## src/rtl/data_mem_load_unit.sv

```systemverilog
// Load unit: issues one or two word reads and returns an extracted, extended byte/half/word/dword.
// Latency: fault 1 cycle, single-word load 3 cycles, word-crossing load 5 cycles after acceptance.
// Backpressure: req_ready only in IDLE; response held stable in RESP until resp_ready.
module data_mem_load_unit #(
    parameter int XLEN             = 32,
    parameter bit ALLOW_MISALIGNED = 1'b1
) (
    input  logic            clk,
    input  logic            reset,
    input  logic            req_valid,
    output logic            req_ready,
    input  logic [XLEN-1:0] req_addr,
    input  logic [2:0]      req_select,
    output logic            mem_rd_en,
    output logic [XLEN-1:0] mem_addr,
    input  logic [XLEN-1:0] mem_rdata,
    output logic            resp_valid,
    input  logic            resp_ready,
    output logic [XLEN-1:0] resp_data,
    output logic            resp_fault
);

    localparam int BYTES = XLEN / 8;
    localparam int OFFW  = $clog2(BYTES);

    typedef enum logic [2:0] {IDLE, FETCH0, WAIT0, FETCH1, WAIT1, RESP} state_t;

    state_t state, state_nx;

    logic [XLEN-1:0]   addr_q;
    logic [2:0]        sel_q;
    logic [XLEN-1:0]   word0_q;
    logic [XLEN-1:0]   aligned_addr;
    logic [3:0]        off_in;
    logic [3:0]        off_q;
    logic              req_fault;
    logic              crossing;
    logic [2*XLEN-1:0] cat;
    logic [XLEN-1:0]   window;
    logic [XLEN-1:0]   result;

    // Access size in bytes; 0 marks the illegal encoding.
    function automatic logic [3:0] size_of(input logic [2:0] sel);
        case (sel)
            3'b000, 3'b011: return 4'd1;
            3'b001, 3'b100: return 4'd2;
            3'b010, 3'b101: return 4'd4;
            3'b110:         return 4'd8;
            default:        return 4'd0;
        endcase
    endfunction

    // LWU and LD only exist on a 64-bit datapath.
    function automatic logic is_illegal(input logic [2:0] sel);
        return (sel == 3'b111) || ((XLEN == 32) && ((sel == 3'b101) || (sel == 3'b110)));
    endfunction

    // Request decode, address alignment and word-crossing detection.
    always_comb begin
        off_in       = 4'(req_addr[OFFW-1:0]);
        off_q        = 4'(addr_q[OFFW-1:0]);
        aligned_addr = {addr_q[XLEN-1:OFFW], {OFFW{1'b0}}};
        req_fault    = is_illegal(req_select) ||
                       (!ALLOW_MISALIGNED && ((off_in & (size_of(req_select) - 4'd1)) != 4'd0));
        crossing     = (5'(off_q) + 5'(size_of(sel_q))) > 5'(BYTES);
    end

    // Field extraction: shift the addressed byte to the top of {word0, word1}, then extend.
    always_comb begin
        cat    = (state == WAIT1) ? {word0_q, mem_rdata} : {mem_rdata, {XLEN{1'b0}}};
        window = XLEN'((cat << {addr_q[OFFW-1:0], 3'b000}) >> XLEN);
        result = '0;
        case (sel_q)
            3'b000:  result = XLEN'(window[XLEN-1 -: 8]);
            3'b011:  result = XLEN'($signed(window[XLEN-1 -: 8]));
            3'b001:  result = XLEN'(window[XLEN-1 -: 16]);
            3'b100:  result = XLEN'($signed(window[XLEN-1 -: 16]));
            3'b010:  result = XLEN'($signed(window[XLEN-1 -: 32]));
            3'b101:  result = XLEN'(window[XLEN-1 -: 32]);
            3'b110:  result = window;
            default: result = '0;
        endcase
    end

    // State register; reset aborts any load in flight.
    always_ff @(posedge clk) begin
        if (reset) state <= IDLE;
        else       state <= state_nx;
    end

    // Next-state logic.
    always_comb begin
        state_nx = state;
        case (state)
            IDLE:    if (req_valid) state_nx = req_fault ? RESP : FETCH0;
            FETCH0:  state_nx = WAIT0;
            WAIT0:   state_nx = crossing ? FETCH1 : RESP;
            FETCH1:  state_nx = WAIT1;
            WAIT1:   state_nx = RESP;
            RESP:    if (resp_ready) state_nx = IDLE;
            default: state_nx = IDLE;
        endcase
    end

    // Outputs decoded from state; second read address wraps naturally at 2^XLEN.
    always_comb begin
        req_ready  = (state == IDLE);
        resp_valid = (state == RESP);
        mem_rd_en  = (state == FETCH0) || (state == FETCH1);
        mem_addr   = '0;
        if (state == FETCH0)      mem_addr = aligned_addr;
        else if (state == FETCH1) mem_addr = aligned_addr + XLEN'(BYTES);
    end

    // Request capture, first-word capture and response register (loaded on entry to RESP).
    always_ff @(posedge clk) begin
        if (reset) begin
            addr_q     <= '0;
            sel_q      <= '0;
            word0_q    <= '0;
            resp_data  <= '0;
            resp_fault <= 1'b0;
        end else begin
            case (state)
                IDLE: if (req_valid) begin
                    addr_q <= req_addr;
                    sel_q  <= req_select;
                    if (req_fault) begin
                        resp_data  <= '0;
                        resp_fault <= 1'b1;
                    end
                end
                WAIT0: begin
                    word0_q <= mem_rdata;
                    if (!crossing) begin
                        resp_data  <= result;
                        resp_fault <= 1'b0;
                    end
                end
                WAIT1: begin
                    resp_data  <= result;
                    resp_fault <= 1'b0;
                end
                default: ;
            endcase
        end
    end

endmodule
```

## config.mk

```make
export PLATFORM = sky130hd
export DESIGN_NAME = data_mem_load_unit
export DESIGN_NICKNAME = d
export VERILOG_FILES = /design/src/rtl/data_mem_load_unit.sv
export SDC_FILE = /design/constraint.sdc
export NUM_CORES = 1
export LEC_CHECK = 0
export ABC_AREA = 1
export BUFFER_PORTS_ARGS = -buffer_cell sky130_fd_sc_hd__buf_2
export CORE_UTILIZATION = 29
export DETAILED_ROUTE_END_ITERATION = 7
export GPL_ROUTABILITY_DRIVEN = 0
export PLACE_DENSITY = 0.46
export SYNTH_ARGS = -nofsm -noshare
export SYNTH_HDL_FRONTEND = slang
export SYNTH_SLANG_ARGS = --single-unit
```

## constraint.sdc

```tcl
create_clock -name clk -period 3.5 [get_ports clk]
set_input_delay 0.525 -clock clk [delete_from_list [all_inputs] [get_ports clk]]
set_output_delay 0.525 -clock clk [all_outputs]
set_load 0.005 [all_outputs]
```

==> results of run 1 <==
power breakdown:
part | internal (mW) | total (mW) | leakage [nW] | switching [mW]
registers | 1.39 | 1.57 | 0.841 | 0.181
logic | 0.729 | 2.38 | 2.47 | 1.66
clock network | 0.603 | 1.10 | 0.158 | 0.496
total | 2.72 | 5.05 | 3.47 | 2.33
layer usage:
layer  track usage, %  vias up  share of wire, %
li1                 -     3845                 -
met2             29.3      174                42
met4             3.86        0              0.72
met3             3.97       14               5.4
met5                0        -                 0
met1             31.7     3411                52
final timing paths:
path | startpoint | end | slack (ps) | cells past startpoint
setup / recovery | addr_q[5] | mem_addr[21] | 490 | 10
hold reg to reg | resp_data[17] | resp_data[17] | 470 | 2
hold / removal | mem_rdata[3] | word0_q[3] | 420 | 3
setup reg to reg | sel_q[0] | resp_data[20] | 510 | 15
layout make-up:
class | instances | share of cell area, %
clock inverter | 5 | 0.811
antenna | 1 | 0.0318
clock buffer | 11 | 3.21
multi-input combinational | 797 | 49.1
timing repair buffer | 153 | 10.3
sequential | 103 | 26.2
tap | 285 | 4.53
inverter | 122 | 5.82
metrics by stage:
step / util, % / instance area, µm² / worst slack (ps) / power (mW)
after floorplan: - / 6700 / 1070 / 3.25
after global placement: 33.3 / 7550 / 411 / 3.99
after detailed placement: 33.3 / 7550 / 321 / 3.98
after CTS: 34.7 / 7860 / 307 / 5.09
after global routing: 34.8 / 7870 / 161 / 5.48
final: 34.8 / 7870 / 494 / 5.05
worst register-to-register path, delay by kind of cell, from the launching register on:
family	cells	cell delay (ps)
AND/OR/NAND/NOR	9	1210
adder cells (fa/ha/maj)	2	720
buffers and inverters	3	490
flip-flops	1	360
AO/OA/AOI/OAI	1	130
synthesized netlist by cell type, drive strengths merged (3+ instances only):
cell,count
nand4,6
o22ai,14
buf,31
ha,3
nand3,251
nor2,40
a21oi,111
nor3,21
xor2,13
o21ai,105
dfxtp,103
nand3b,9
clkbuf,40
nand2,216
inv,121
cells by family after synthesis:
logic type,synth area share (%)
adder cells (fa/ha/maj),0.860
buffers and inverters,11.7
AND/OR/NAND/NOR,37.1
XOR/XNOR,1.70
AO/OA/AOI/OAI,17.8
other,0.0560
flip-flops,30.8
registers in the layout, summed over array words and instances, names as in the netlist:
name,flops
addr_q,32
resp_data,32
resp_fault,1
sel_q,3
state,3
word0_q,32
==> results.md, run 1 <==
- Hold WS: between 400 and 500 ps
- Setup TNS: 0 ps
- Reg area: about 2100 µm²
- I/O pin cnt: ~140
- #FFs+latches synth: approximately 100
- Dpl cells: between 1000 and 1500
- Commonest non-fill, non-tap cell in the layout: nand3_1
- Die Width: 154 µm
- Post-cts sizing count: 0
- Buffer and inverter count on the worst path: 1
- Pleak: around 3.5 nW
- Worst Hold Class: input port to register
- Final period util: between 80% and 90%
- Die Height: roughly 150 µm
- EDFF count, synth: 0
- Yosys cell types: 34
- CP Cell Sequence: nand2_1 -> nor3_1 -> nand2_1 -> nor2_1 -> nand3_1 -> nor2_1 -> nand2_1 -> o21ai_0 -> o21ai_1 -> buf_2
- Initial DRC count: about 520
- Synth Cell Area: 6690 µm²
- Final hold violation count: 0
- Seq/Total Area, Yosys: between 30 and 40%
- Highest-count cells in the layout ignoring fill and taps: 251 x nand3_1, 211 x nand2_1, 136 x buf_2
- Core area: between 20000 and 25000 µm²
- Max cap viols: 0
- Crit path DAT: between 2000 and 2500 ps
- Pwr Density: about 640 nW/µm²
- Layout cell share with drive strength beyond 1: about 16%
- Ys flop type: dfxtp_1
- CP most frequent cell: nand2_1
- Htree depth: 3
- Finish-stage setup viols: 0
- Critical Path End Type: primary output
- Multi-input logic area: ~3900 µm²
- Max Fclk: around 330 MHz
- Cell count after synthesis: 1092
- # DRC: 0
- Port buffer count: about 140
- Fill cells: roughly 2600
- Worst-path clk slew: 70 ps
- Via count: roughly 7400
- Global route overflow: 0
- Row count: 55
- Max transition margin: 61.2%
- Fin cells: 1477
- CP max-delay cell: dfxtp_1
- Worst-path maximum fanout: 4
- Type of the worst setup path: register to primary output
- Synth async-reset ratio: 0%
- Worst-margin pin slew: between 500 and 600 ps
- Setup Buffers After CTS: 0
- Area Growth Syn to Fin: 17.7%
- Min cycle time layout: ~3000 ps
- Synth area leaders: dfxtp_1 31%, nand3_1 19%, nand2_1 12%, a21oi_1 8.3%, o21ai_0 7.2%
- First-pass GRT wire length: between 30000 and 40000 µm
- Wire per inst: approximately 16 µm
- Startpoint types: register
- CTS tree: built
- Clk_skew: roughly 7.7 ps
- WP data required: around 3000 ps
- Initial antenna violation count: 0
- Largest net degree at the start of global routing: 66
- Dpl hpwl: roughly 18000 µm
- Initial Util: about 30%
- Die ar.: ~24000 µm²
- Yosys warns: 0
- Mean post-synth cell area: about 6.1 µm²
- Max Slew Vio Count: 0
- Post-synth top area share: approximately 31%
- Clock insertion delay at the later pin of the skew report: approximately 360 ps
- Nets: 1261
- CTS Root Cell: clkbuf_16
- Top delay family on crit path: simple AND/OR/NAND/NOR gates
- Total GRT Usage: 20.6%
- CTS Buf Count: 9
- CTS Sinks: 103
- Final ANT Viol Nets: 0
- Routed vias/inst: 5.04
- CTS hold repair buffers: 0
- VDD IR max: 0.222 mV
- DRT Pass-1 Iters: 5
- CP peak stage delay: a little under 400 ps
- Vias in the first global route: roughly 7000
- CTS max path bufs: 2
- RSZ-0062 raised after global routing: false
- Status: finished, final reports clean
- Area leader, netlist: dfxtp_1
- Routed WL: roughly 24000 µm
No activity file was read; power rests on OpenSTA's default activity.
==> inputs of run 2 (changes only) <==
--- a/config.mk
+++ b/config.mk
@@ -5,12 +5,13 @@
 export SDC_FILE = /design/constraint.sdc
 export NUM_CORES = 1
 export LEC_CHECK = 0
-export ABC_AREA = 1
 export BUFFER_PORTS_ARGS = -buffer_cell sky130_fd_sc_hd__buf_2
+export CELL_PAD_IN_SITES_DETAIL_PLACEMENT = 0
+export CELL_PAD_IN_SITES_GLOBAL_PLACEMENT = 1
 export CORE_UTILIZATION = 29
 export DETAILED_ROUTE_END_ITERATION = 7
 export GPL_ROUTABILITY_DRIVEN = 0
-export PLACE_DENSITY = 0.46
+export PLACE_DENSITY = 0.59
 export SYNTH_ARGS = -nofsm -noshare
 export SYNTH_HDL_FRONTEND = slang
 export SYNTH_SLANG_ARGS = --single-unit
==> results.md, run 2 <==
- Status: finished, final reports clean
- Reg2reg start: sel_q[0]
- Initial antenna violation count: 0 (unchanged)
- CTS tree: built
- Global route overflow: 0 (unchanged)
- Mux cell area share after synthesis: 15.0% (+15 points)
- Die ar.: 23500 µm² (-0.74%)
- Top delay family on crit path: simple AND/OR/NAND/NOR gates
- DRT Pass-1 Iters: 8 (+3)
- Initial Util: 29.4% (-0.13 points)
- GR peak layer: met2
- Post-synth top cells: 175 x nand2_1, 103 x dfxtp_1, 97 x a21oi_1
- Pwr Density: 413 nW/µm² (-36%)
- Mean post-synth cell area: 7.88 µm² (+29%)
- Final core occ: 35.0% (+0.19 points)
- Final hold violation count: 0 (unchanged)
- Synth Cell Area: 6640 µm² (-0.75%)
- Commonest non-fill, non-tap cell in the layout: nand2_1
- Post-Synth XOR/XNOR Area: 3.56% (+1.9 points)
- Worst Setup SP: sel_q[0]
- Critical Path End Type: register
- I/O pin cnt: 139 (unchanged)
- Setup Buffers After CTS: 0 (unchanged)
- Row count: 55 (unchanged)
- Sw Ratio: 34.9% (-11 points)
- Clk_skew: 8.70 ps (+1.02 ps)
- Setup TNS: 0 ps (unchanged)
- Area leader, netlist: dfxtp_1
- Area Growth Syn to Fin: 18.8%
- CP Cell Sequence: buf_4 -> nor2b_1 -> or2_1 -> nand2b_1 -> buf_4 -> inv_2 -> ha_1 -> a211oi_1 -> o221a_2 -> a31o_4 -> nand2_2 -> nor3_2 -> a221o_1
- Main combinational cell family by area after synthesis: compound AO/OA/AOI/OAI gates
- Yosys cell types: 74 (+120%)
- Logic pwr share: 28.4% (-19 points)
- CTS Buf Count: 9 (unchanged)
- Max cap viols: 0 (unchanged)
- CTS Root Cell: clkbuf_16
- Clock Power Share: 31.5% (+9.8 points)
- Met1 GRT Util: 22.4% (-9.3 points)
- Buffer and inverter count on the worst path: 3 (+2)
- Fin cells: 1244 (-16%)
- CP most frequent cell: buf_4
- Dpl cells: 1228 (-16%)
- Die Height: 153 µm (-0.37%)
- CP endpoint: resp_data[14]
- Final period util: 92.3% (+6.4 points)
- Clock insertion delay at the later pin of the skew report: 370 ps (about the same)
- Highest-count cells in the layout ignoring fill and taps: 175 x nand2_1, 136 x buf_2, 101 x dfxtp_1
- Synth area leaders: dfxtp_1 31%, nand2_1 9.9%, mux2i_1 7.5%, a21oi_1 7.3%, nor2_1 3.2%
- Startpoint types: register
- Type of the worst setup path: register to register
- Synth async-reset ratio: 0% (unchanged)
- Layout cell share with drive strength beyond 1: 25.0% (+9.3 points)
- First-pass GRT wire length: 34000 µm (-11%)
- Most numerous cell in the Yosys netlist: nand2_1
- Psw: 1.14 mW (-51%)
- Routed vias/inst: 5.09 (+1.0%)
- Max Slew Vio Count: 0 (unchanged)
- Simple-gate area share of the yosys netlist: 21.6% (-15 points)
- Flop pwr share: 40.1% (+9.0 points)
- Initial DRC count: 262 (-50%)
- RSZ-0062 raised after global routing: false
- Met3 usage: 4.65% (+0.68 points)
- Total GRT Usage: 18.5% (-2.1 points)
- Via count: 6335 (-15%)
- Port buffer count: 136 (unchanged)
- N_diodes: 0 (-1)
- Final ANT Viol Nets: 0 (unchanged)
- WP data required: 3810 ps (+840 ps)
- Htree depth: 3 (unchanged)
- Worst-margin pin slew: 701 ps (+120 ps)
- Dpl hpwl: 16000 µm (-10%)
- #FFs+latches synth: 103 (unchanged)
- Met2 Use GR: 31.6% (+2.4 points)
- Pleak: 3.07 nW (-12%)
- Finish-stage setup viols: 0 (unchanged)
- Core area: 22600 µm² (-0.30%)
- Max Fclk: 310 MHz (-6.9%)
- Ys flop type: dfxtp_1
- Max transition margin: 53.0% (-8.3 points)
- Nets: 1029 (-18%)
- Yosys warns: 0 (unchanged)
- Post-synthesis compound-gate area fraction: 22.0% (+4.2 points)
- Seq/Total Area, Yosys: 31.0% (+0.23 points)
- Crit path DAT: 3540 ps (+1060 ps)
- CP peak stage delay: 520 ps (+130 ps)
- Cell count after synthesis: 843 (-23%)
- Die Width: 153 µm (-0.37%)
- Setup slack, reg-to-reg: 270 ps (-240 ps)
- Critical path depth in cells: 13 (+3)
- Internal: 2.12 mW (-22%)
- Post-synth top area share: 31.0% (+0.23 points)
- Biggest regs: addr_q: 32 flops, resp_data: 32 flops, word0_q: 32 flops
- Routed WL: 21500 µm (-10%)
- Worst Hold Class: input port to register
- Worst-path maximum fanout: 12 (+8)
- Vias in the first global route: 6199 (-10%)
- FF-to-FF End: resp_data[14]
- Largest net degree at the start of global routing: 65 (-1.5%)
- CTS max path bufs: 2 (unchanged)
- Wire per inst: 17.3 µm (+6.5%)
- # DRC: 0 (unchanged)
- Min cycle time layout: 3230 ps (+224 ps)
- Hold WS: 385 ps (-36.0 ps)
- Worst reg2reg path depth: 13 (-2)
- Worst-path clk slew: 80 ps (about the same)
- VDD IR max: 0.233 mV (+5.0%)
- CP max-delay cell: nor3_2
- EDFF count, synth: 0 (unchanged)
- CTS Sinks: 103 (unchanged)
- Adder-cell share of the synthesized area: 0.867% (+0.0065 points)
-- run 2: cell count changes after synthesis, moves of 14 or more --
cell	delta
nand3_1	-236
inv_1	-107
o21ai_0	-62
mux2i_1	+50
nand2_1	-37
nor2_1	+19
a31oi_1	+18
mux2_2	+18
a21oi_1	-14
-- run 2: power groups by stage --
stage | registers, mW | logic (mW) | clock network, mW
after global routing | 1.32 | 1.02 | 1.10
after CTS | 1.31 | 0.936 | 1.05
after detailed placement | 1.34 | 0.934 | 0
after floorplan | 1.31 | 0.648 | 0
final | 1.31 | 0.927 | 1.03
after global placement | 1.34 | 0.934 | 0
-- run 2: area by class of cell --
class	instances	area, µm²
Clock buffer	10	239
Clock inverter	6	53.8
Inverter	12	45.0
Timing Repair Buffer	167	926
Multi-Input combinational cell	661	4210
Fill cell	2435	14700
Sequential cell	103	2060
Tap cell	285	357
-- run 2: tightest hold or removal path, delay by kind of cell --
kind                   cells  cell delay (ps)
AO/OA/AOI/OAI              1               50
buffers and inverters      1               90
AND/OR/NAND/NOR            1               40
-- run 2: repair_timing --
| item | in CTS | in global routing |
|---|---|---|
| hold buffers | 0 | 0 |
| setup endpoints to repair | 0 | 6 |
| resized for setup | 0 | 1 |
-- run 2: how the worst min path moves through the flow --
stage | endpoint | startpoint | slack (ps) | cells after the start
after floorplan | word0_q[26] | word0_q[26] | 430 | 2
after CTS | addr_q[21] | req_addr[21] | 370 | 3
final | addr_q[21] | req_addr[21] | 390 | 3
after global routing | addr_q[16] | req_addr[16] | 380 | 3
after detailed placement | resp_data[26] | resp_data[26] | 440 | 1
after global placement | resp_data[1] | resp_data[1] | 440 | 2
-- run 2: stage by stage --
| stage | instance area [µm²] | total power, mW | setup slack [ps] |
|---|---|---|---|
| after floorplan | 6650 | 1.96 | 165 |
| after global placement | 7600 | 2.27 | 207 |
| after detailed placement | 7600 | 2.27 | 143 |
| after CTS | 7890 | 3.30 | 138 |
| after global routing | 7890 | 3.44 | 32.0 |
| final | 7890 | 3.26 | 270 |
-- run 2: per-layer routing --
| layer | vias up | routed length (µm) |
|---|---|---|
| li1 | 3217 | - |
| met1 | 2937 | 9560 |
| met2 | 153 | 10300 |
| met3 | 28 | 1110 |
| met4 | 0 | 573 |
| met5 | - | 0 |
-- run 2: cells by family after synthesis --
| logic type | after synthesis |
|---|---|
| mux | 81 |
| other cells | 1 |
| fa+ha+maj | 4 |
| simple gates | 318 |
| flops | 103 |
| compound gates | 229 |
| buf+inv | 80 |
| xor+xnor | 27 |
==> inputs of run 3 (changes only) <==
--- a/config.mk
+++ b/config.mk
@@ -6,12 +6,11 @@
 export NUM_CORES = 1
 export LEC_CHECK = 0
 export BUFFER_PORTS_ARGS = -buffer_cell sky130_fd_sc_hd__buf_2
-export CELL_PAD_IN_SITES_DETAIL_PLACEMENT = 0
-export CELL_PAD_IN_SITES_GLOBAL_PLACEMENT = 1
 export CORE_UTILIZATION = 29
+export CTS_CLUSTER_SIZE = 10
 export DETAILED_ROUTE_END_ITERATION = 7
 export GPL_ROUTABILITY_DRIVEN = 0
-export PLACE_DENSITY = 0.59
+export PLACE_DENSITY = 0.46
 export SYNTH_ARGS = -nofsm -noshare
 export SYNTH_HDL_FRONTEND = slang
 export SYNTH_SLANG_ARGS = --single-unit
==> results.md, run 3 (synthesized netlist as in run 2, its figures left out) <==
- Status: finished, final reports clean
- Power Total: 3.34 mW (+2.5%)
- Fill cells: 2491 (+2.3%)
- Routed vias/inst: 5.08 (-0.17%)
- Critical Path End Type: register
- CP max-delay cell: or4_4
- Final ANT Viol Nets: 0 (unchanged)
- Routed WL: 21600 µm (+0.19%)
- Area Growth Syn to Fin: 19.2%
- Multi-input logic area: 4210 µm² (unchanged)
- Htree depth: 3 (unchanged)
- Hold WS: 384 ps (-1.60 ps)
- # DRC: 0 (unchanged)
- Finish-stage setup viols: 0 (unchanged)
- Row count: 55 (unchanged)
- RSZ-0062 raised after global routing: false
- Pleak: 3.08 nW (+0.46%)
- Setup TNS: 0 ps (unchanged)
- Commonest non-fill, non-tap cell in the layout: nand2_1
- Port buffer count: 136 (unchanged)
- Nets: 1028 (-0.097%)
- CTS Root Cell: clkbuf_16
- First-pass GRT wire length: 34800 µm (+2.4%)
- Post-layout worst setup margin: 152 ps (-119 ps)
- Biggest regs: addr_q: 32 flops, resp_data: 32 flops, word0_q: 32 flops
- Placed instance area: 7600 µm² (about the same)
- Clk_skew: 10.3 ps (+1.62 ps)
- Wire per inst: 17.4 µm (+0.27%)
- CTS Buf Count: 9 (unchanged)
- Highest-count cells in the layout ignoring fill and taps: 175 x nand2_1, 136 x buf_2, 100 x dfxtp_1
- Reg area: 2070 µm² (about the same)
- Global route overflow: 0 (unchanged)
- Post-route cell area: 7920 µm² (+0.33%)
- CTS max path bufs: 2 (unchanged)
- Max Fclk: 299 MHz (-3.5%)
- Pre-CTS setup slack: -0.264 ps (-144 ps)
- Worst-path maximum fanout: 11 (-1)
- Worst-margin pin slew: 860 ps (+159 ps)
- Final core occ: 35.1% (+0.12 points)
- Total GRT Usage: 18.7% (+0.23 points)
- Worst-path clk slew: 80 ps (about the same)
- Type of the worst setup path: register to register
- Core area: 22600 µm² (unchanged)
- DRT Pass-1 Iters: 5 (-3)
- Startpoint types: register
- WP data required: 3760 ps (-50 ps)
- CTS Sinks: 103 (unchanged)
- Die Height: 153 µm (unchanged)
- Min cycle time layout: 3350 ps (+119 ps)
- Initial Util: 29.4% (unchanged)
- Final hold violation count: 0 (unchanged)
- Buffer and inverter count on the worst path: 2 (-1)
- Top delay family on crit path: simple AND/OR/NAND/NOR gates
- Max cap viols: 0 (unchanged)
- CTS hold repair buffers: 0 (unchanged)
- VDD IR max: 0.202 mV (-13%)
- CP Cell Sequence: nor2b_1 -> nor3_1 -> ha_1 -> inv_1 -> fa_1 -> nor2b_1 -> or4_4 -> a31o_4 -> nand2_2 -> buf_4 -> nor2_1 -> a211o_1
- Die Width: 153 µm (unchanged)
- CP peak stage delay: 520 ps (about the same)
- Pwr Density: 422 nW/µm² (+2.2%)
- Initial antenna violation count: 2 (+2)
- Crit path DAT: 3600 ps (+60 ps)
- I/O pin cnt: 139 (unchanged)
- CP most frequent cell: nor2b_1
- Layout cell share with drive strength beyond 1: 25.1% (+0.026 points)
- Dpl hpwl: 15800 µm (-1.5%)
- Dpl cells: 1227 (-0.081%)
- Clock insertion delay at the later pin of the skew report: 370 ps (about the same)
- Via count: 6319 (-0.25%)
- Max Slew Vio Count: 0 (unchanged)
- Largest net degree at the start of global routing: 73 (+12%)
- N_diodes: 0 (unchanged)
- Fin cells: 1243 (-0.080%)
- CTS tree: built
- Max transition margin: 42.7% (-10 points)
- Final period util: 95.7% (+3.4 points)
- Initial DRC count: 353 (+35%)
- Vias in the first global route: 6293 (+1.5%)
- Setup Buffers After CTS: 0 (unchanged)
- Worst Hold Class: input port to register
- Die ar.: 23500 µm² (unchanged)
## run 3: worst paths after layout
kind | startpoint | to | slack (ps) | cells after the start
worst max-delay path | sel_q[0] | resp_data[5] | 150 | 12
worst min-delay path | req_addr[26] | addr_q[26] | 380 | 3
worst max register to register | sel_q[0] | resp_data[5] | 150 | 12
worst min register to register | resp_data[29] | resp_data[29] | 450 | 1
## run 3: power breakdown
part / total, mW / internal, mW / switching [mW]
Clock: 1.10 / 0.589 / 0.513
Combinational: 0.929 / 0.368 / 0.561
Sequential: 1.31 / 1.24 / 0.0719
## run 3: area by class of cell
class / instances / share of cell area (%)
multi-input combinational: 661 / 53.1
clock buffer: 10 / 3.02
tap: 285 / 4.50
inverter: 12 / 0.569
sequential: 103 / 26.1
clock inverter: 6 / 0.932
timing repair buffer: 166 / 11.8
## run 3: routing by layer
metal	global-route usage [%]	routed length, µm	up-vias
met2	32.3	10500	144
li1	-	-	3227
met3	3.86	1080	17
met5	0	0	-
met1	23.4	9630	2931
met4	5.29	366	0
## run 3: timing repair
action | 4_1_cts | 5_1_grt
cloned | 0 | 0
endpoints found under the setup margin | 6 | 21
gates resized for setup | 1 | 1
## run 3: tightest hold or removal path, stage by stage
cell and delay (ps):
buf_2 100, nand2_1 40, a21oi_1 50
